**config.mk**
```make
export PLATFORM = sky130hd
export DESIGN_NAME = dmem_arbiter
export DESIGN_NICKNAME = d
export VERILOG_FILES = /design/src/rtl/dmem_arb_pkg.sv /design/src/rtl/rr_pick2.sv /design/src/rtl/dmem_arbiter.sv
export SDC_FILE = /design/constraint.sdc
export NUM_CORES = 1
export LEC_CHECK = 0
export CORE_ASPECT_RATIO = 0.5
export CORE_MARGIN = 2
export CORE_UTILIZATION = 38
export CTS_BUF_LIST = sky130_fd_sc_hd__clkbuf_8
export DETAILED_ROUTE_END_ITERATION = 7
export PLACE_DENSITY = 0.95
export SYNTH_ARGS = -nofsm -noshare
export SYNTH_HDL_FRONTEND = slang
export SYNTH_HIERARCHICAL = 1
export SYNTH_SLANG_ARGS = --single-unit
```
**constraint.sdc**
```tcl
create_clock -name clock -period 3.4 [get_ports clock]
set_input_delay 0.51 -clock clock [delete_from_list [all_inputs] [get_ports clock]]
set_output_delay 0.51 -clock clock [all_outputs]
set_load 0.005 [all_outputs]
```
**src/rtl/dmem_arb_pkg.sv**
```systemverilog
// Shared constants and FSM state encoding for the data-memory arbiter.
package dmem_arb_pkg;

    localparam int DATA_W = 16;
    localparam int ADDR_W = 16;
    localparam int DEPTH  = 1024;

    typedef enum logic [1:0] {
        IDLE   = 2'd0,
        ACCESS = 2'd1,
        RESP   = 2'd2
    } arb_state_t;

endpackage

```
**src/rtl/rr_pick2.sv**
```systemverilog
// Combinational two-way round-robin picker: on contention the port that did
// not win last time is chosen.
module rr_pick2 (
    input  logic req0,
    input  logic req1,
    input  logic last_grant,
    output logic grant_valid,
    output logic grant_id
);

    always_comb begin
        grant_valid = req0 | req1;
        if (req0 && req1) begin
            grant_id = ~last_grant;
        end else begin
            grant_id = req1;
        end
    end

endmodule

```
**src/rtl/dmem_arbiter.sv**
```systemverilog
// Two-requester round-robin arbiter/sequencer in front of a 1024 x 16 data
// memory; one access per three cycles, out-of-range addresses never reach memory.
//
//   state  | meaning
//   IDLE   | waiting for a request; winner captured at the edge leaving IDLE
//   ACCESS | memory control lines driven; memory acts at the edge ending it
//   RESP   | winner's ack/err pulse; read data passed through from memory
module dmem_arbiter
    import dmem_arb_pkg::*;
#(
    parameter int P_DATA_W = DATA_W,
    parameter int P_ADDR_W = ADDR_W,
    parameter int P_DEPTH  = DEPTH
) (
    input  logic                clock,
    input  logic                reset,
    input  logic                req0,
    input  logic                we0,
    input  logic [P_ADDR_W-1:0] addr0,
    input  logic [P_DATA_W-1:0] wdata0,
    output logic                ack0,
    output logic                err0,
    output logic [P_DATA_W-1:0] rdata0,
    input  logic                req1,
    input  logic                we1,
    input  logic [P_ADDR_W-1:0] addr1,
    input  logic [P_DATA_W-1:0] wdata1,
    output logic                ack1,
    output logic                err1,
    output logic [P_DATA_W-1:0] rdata1,
    output logic [P_ADDR_W-1:0] mem_addr,
    output logic [P_DATA_W-1:0] mem_wdata,
    output logic                mem_write,
    output logic                mem_read,
    input  logic [P_DATA_W-1:0] mem_rdata,
    output logic                busy
);

    localparam logic [P_ADDR_W-1:0] LP_DEPTH = P_ADDR_W'(P_DEPTH);

    arb_state_t            r_state;
    arb_state_t            w_next_state;
    logic                  r_last_grant;
    logic                  r_id;
    logic                  r_in_range;
    logic                  r_rd_ok;
    logic [P_ADDR_W-1:0]   r_mem_addr;
    logic [P_DATA_W-1:0]   r_mem_wdata;
    logic                  r_mem_write;
    logic                  r_mem_read;
    logic                  r_ack0;
    logic                  r_ack1;
    logic                  r_err0;
    logic                  r_err1;

    logic                  w_grant_valid;
    logic                  w_grant_id;
    logic                  w_sel_we;
    logic [P_ADDR_W-1:0]   w_sel_addr;
    logic [P_DATA_W-1:0]   w_sel_wdata;
    logic                  w_sel_in_range;

    rr_pick2 u_pick (
        .req0        (req0),
        .req1        (req1),
        .last_grant  (r_last_grant),
        .grant_valid (w_grant_valid),
        .grant_id    (w_grant_id)
    );

    // Full-width compare so that high address bits can never alias into range.
    always_comb begin
        w_sel_we       = w_grant_id ? we1    : we0;
        w_sel_addr     = w_grant_id ? addr1  : addr0;
        w_sel_wdata    = w_grant_id ? wdata1 : wdata0;
        w_sel_in_range = (w_sel_addr < LP_DEPTH);
    end

    always_comb begin
        w_next_state = r_state;
        case (r_state)
            IDLE:    if (w_grant_valid) w_next_state = ACCESS;
            ACCESS:  w_next_state = RESP;
            RESP:    w_next_state = IDLE;
            default: w_next_state = IDLE;
        endcase
    end

    always_ff @(posedge clock) begin
        if (reset) begin
            r_state      <= IDLE;
            r_last_grant <= 1'b1;
            r_id         <= 1'b0;
            r_in_range   <= 1'b0;
            r_rd_ok      <= 1'b0;
            r_mem_addr   <= '0;
            r_mem_wdata  <= '0;
            r_mem_write  <= 1'b0;
            r_mem_read   <= 1'b0;
            r_ack0       <= 1'b0;
            r_ack1       <= 1'b0;
            r_err0       <= 1'b0;
            r_err1       <= 1'b0;
        end else begin
            r_state <= w_next_state;
            case (r_state)
                IDLE: begin
                    if (w_grant_valid) begin
                        r_id         <= w_grant_id;
                        r_last_grant <= w_grant_id;
                        r_in_range   <= w_sel_in_range;
                        r_rd_ok      <= ~w_sel_we & w_sel_in_range;
                        r_mem_addr   <= w_sel_addr;
                        r_mem_wdata  <= w_sel_wdata;
                        r_mem_write  <= w_sel_we & w_sel_in_range;
                        r_mem_read   <= ~w_sel_we & w_sel_in_range;
                    end
                end
                ACCESS: begin
                    r_mem_write <= 1'b0;
                    r_mem_read  <= 1'b0;
                    r_ack0      <= ~r_id;
                    r_ack1      <= r_id;
                    r_err0      <= ~r_id & ~r_in_range;
                    r_err1      <= r_id & ~r_in_range;
                end
                default: begin
                    r_ack0 <= 1'b0;
                    r_ack1 <= 1'b0;
                    r_err0 <= 1'b0;
                    r_err1 <= 1'b0;
                end
            endcase
        end
    end

    assign mem_addr  = r_mem_addr;
    assign mem_wdata = r_mem_wdata;
    assign mem_write = r_mem_write;
    assign mem_read  = r_mem_read;
    assign ack0      = r_ack0;
    assign ack1      = r_ack1;
    assign err0      = r_err0;
    assign err1      = r_err1;
    assign rdata0    = (r_ack0 && r_rd_ok) ? mem_rdata : '0;
    assign rdata1    = (r_ack1 && r_rd_ok) ? mem_rdata : '0;
    assign busy      = (r_state != IDLE);

endmodule
```
# Yosys cells after proc, flatten, opt, wreduce, memory -nomap -nowiden
# Cells that the tools add are included.
[word_totals]
regBits = 44
input_bits = 86
out_inout_bits = 71
[classes]
n_lt_le_gt_ge = 1
eq_ne = 2
n_mux = 16
bitwise = 9
reduce_logical = 8
[op_table]
columns = ["cell", "count"]
rows = [
  ["$mux 16", 4],
  ["$lt 16x11->1 const B", 1],
  ["$pmux 1 s2", 6],
  ["$and 1x1->1", 4],
  ["$mux 1", 4],
  ["$not 1->1", 4],
  ["$pmux 2 s2", 1],
  ["$reduce_and 2->1", 2],
  ["$reduce_bool 2->1", 2],
  ["$logic_and 1x1->1", 3],
  ["$eq 2x1->1 const B", 1],
  ["$logic_not 2->1", 1],
  ["$mux 2", 1],
  ["$ne 2x1->1 const B", 1],
  ["$or 1x1->1", 1],
]

# Logic depth before layout (Yosys ltp)
[logic_depth]
word_depth = 7
ltp_mapped = 6
mapped_depth_nobuf = 5

# By module
# The synthesis kept the hierarchy.
[modules_own_cells]
columns = ["mod", "instances", "cells_each", "area_each_um2", "seq_area_each_um2"]
rows = [
  ["dmem_arbiter", 1, 234, 2114.5, 880.8],
  ["rr_pick2", 1, 2, 13.8, 0.0],
]

# Worst setup path before layout
# OpenSTA, ideal clock, no wires.
[synth_path]
kind = "input port to flip-flop"
startpoint = "input req1"
endpoint = "register r_mem_addr[0] (netlist: mem_addr[0])"
arrival_time_ns = 1.603
required_time_ns = 3.263
slack_ns = 1.659
cell_stages = 5
cell_sequence = "a21boi_1 -> buf_2 -> buf_1 -> mux2i_1 -> a211oi_1"
[synth_between]
elab_chain_len = 3
[synth_lines]
columns = ["element", "line_no", "source"]
rows = [
  ["from (decl)", "dmem_arbiter.sv:24", "input logic req1,"],
  ["$logic_and 1x1->1", "rr_pick2.sv:13", "if (req0 && req1) begin"],
  ["$mux 1", "rr_pick2.sv:13", ""],
  ["$mux 16", "dmem_arbiter.sv:74", "w_sel_addr = w_grant_id ? addr1 : addr0;"],
  ["to (signal assigned)", "dmem_arbiter.sv:113", "r_mem_addr <= w_sel_addr;"],
  ["to (decl)", "dmem_arbiter.sv:47", "logic [P_ADDR_W-1:0] r_mem_addr;"],
]
# Several ways; a longest one is shown, not always the timed one.
# A chain may end at the register's enable or synchronous reset.

# Worst setup path after layout
[layout_path]
startpoint = "register r_rd_ok"
endpoint = "output rdata0[15]"
[layout_between]
elab_chain_len = 2
[layout_lines]
columns = ["element", "line_no", "source"]
rows = [
  ["from (decl)", "dmem_arbiter.sv:46", "logic r_rd_ok;"],
  ["from (signal assigned)", "dmem_arbiter.sv:112", "r_rd_ok <= ~w_sel_we & w_sel_in_range;"],
  ["$logic_and 1x1->1", "dmem_arbiter.sv:145", "assign rdata0 = (r_ack0 && r_rd_ok) ? mem_rdata : '0;"],
  ["$mux 16", "dmem_arbiter.sv:145", ""],
  ["to (decl)", "dmem_arbiter.sv:23", "output logic [P_DATA_W-1:0] rdata0,"],
]
# Every way passes these cells.

==> results.tsv <==
metric	value	unit
routedWlPerCell	16.27	µm
syn_area	0.002128	mm²
cts_max_path_buffers	2	
synth_warnings	6	
placement_rows	19	
cts_made_buffers	5	
ys_types	28	
rsz0062_at_grt	false	
hold_class	reg2reg	
min_period	2.397	ns
htreeDepth	2	
fin_nets	467	
fin_setup_tns	0	ns
yosysTopAreaCellShare	41.39	%
syn_to_final_growth	79.84	%
finalPower	1337	µW
slew_violations	0	
synthTopCellsByArea	dfxtp_1 41%, mux2i_1 16%, a211oi_1 11%, and3_1 9.7%, nor2_1 6.3%	
worstMarginPinSlew	0.7227	ns
yosysSeqAreaShare	41.39	%
power_density	349.4	mW/mm²
design_area	0.003827	mm²
via_per_inst	5.229	
antenna_found_initial	0	
layout_common_cells	156 x clkdlybuf4s50_1, 44 x dfxtp_1, 36 x nor2_1	
globalplace.congestion	0.8229	
cts_setup_buffers	0	
maxCapViolations	0	
hp-start	mem_write	
fill_cells	399	
crit_start	r_rd_ok	
p_leak	0.001555	µW
core	0.005444	mm²
netlist_instances	236	
numPortBuffers	156	
die_w	109.8	µm
clock_tree.root_cell	clkbuf_8	
holdBufCountCts	0	
post-dp-hpwl	5659	µm
pin_count	157	
crit_fanout	33	
grt_remaining_overflow	0	
dr.first_iter.drc_count	110	
grt_max_degree	43	
ys_seq_elements	44	
worstPathRequired	2.89	ns
syn_nets	322	
place_area	0.003735	mm²
status	finished, final reports clean	
first_pass_iters	4	
insertion_delay	0.29	ns
drc_errors	0	
grt_pass1_wl	11360	µm
relSlewSlack	51.76	%
timing.final.crit_share	70.49	%
path_clk_slew	0.08	ns
cp-start-kind	register	
cp-end-kind	output pin	
track_usage	23.24	%
clock-sinks	44	
setup_viol	0	
cts_tree	built	
hold_violations	0	
die-area	0.006252	mm²
fin_skew	0.004505	ns
layout_commonest_cell	clkdlybuf4s50_1	
start_util	39.09	%
dp.cells	447	
final_cell_count_no_fill	455	
ir_drop	0.0002684	V
clock.fmax	0.4172	GHz
drive_above_1_share	4.188	%
die_y	56.92	µm
synth_top_area_cell	dfxtp_1	
wirelength	7405	µm
via_count	2379	
r2r_start	r_state[0]	
syn_area_per_cell	9.018	µm²
timing.hold.ws	0.4917	ns
critPathKind	reg2out	
antenna_left	0	
arrival	1.89	ns
ctsResizeCount	0	
diodes	0	
grt_pass1_vias	2390	
power by group:
part           total, µW  internal [µW]  switching, µW
registers            605            567           37.7
logic                392            238            154
clock network        340            162            178
total               1340            968            370
metrics by stage:
stage                     util (%)  setup slack [ns]
after floorplan                  -             1.659
after global placement       68.60             1.009
after detailed placement     68.60            0.9293
after CTS                    70.31             1.020
after global routing         70.31            0.8652
final                        70.31             1.003
kinds of logic after synthesis:
kind of cell / share of synthesized area (%)
AO/OA/AOI/OAI: 15.17
buffers and inverters: 5.467
flip-flops: 41.39
multiplexers: 16.52
AND/OR/NAND/NOR: 21.46
final timing paths:
check / slack, ns / end / depth (start not counted)
max: 1.00 / rdata0[15] / 2
min: 0.49 / mem_write / 1
max reg2reg: 1.47 / mem_wdata[4] / 5
min reg2reg: 0.49 / mem_write / 1
Yosys cell counts:
library cell	number
mux2i_1	34
nor2_2	1
a2111oi_0	1
buf_1	1
dfxtp_1	44
or2_1	2
buf_6	2
a211oi_1	31
nor3_1	5
and3_1	33
a32o_1	2
mux2_2	1
nor2b_1	2
nor4_1	1
a21boi_1	1
a21oi_1	5
and2_1	1
or3b_1	1
a211oi_4	1
clkbuf_1	13
nor3b_1	1
nor2_1	36
nand2_1	5
a22o_1	1
buf_2	6
nand3_1	1
nand4_1	1
inv_1	3
layout make-up:
cell class | count | area [µm²] | share of cell area [%]
repair buffers | 160 | 1604 | 41.91
multi-input cells | 167 | 1147 | 29.98
flip-flops and latches | 44 | 880.8 | 23.01
well taps | 73 | 91.34 | 2.386
clock buffers | 6 | 82.58 | 2.158
inverters | 3 | 11.26 | 0.2942
clock inverters | 2 | 10.01 | 0.2615
per-layer routing:
layer	track usage (%)	vias to the layer above	wire length, µm	share of wire, %
li1	-	1150	-	-
met1	24.59	1122	2743	37
met5	0	-	0	0
met2	45.14	88	4034	54
met4	8.137	0	193	2.6
met3	5.110	19	433	5.8
critical path: stages, from the launching register on:
cell and delay (ns):
dfxtp_1 0.79, and3_1 0.27, clkdlybuf4s50_1 0.53
No activity file was read; power rests on OpenSTA's default activity.
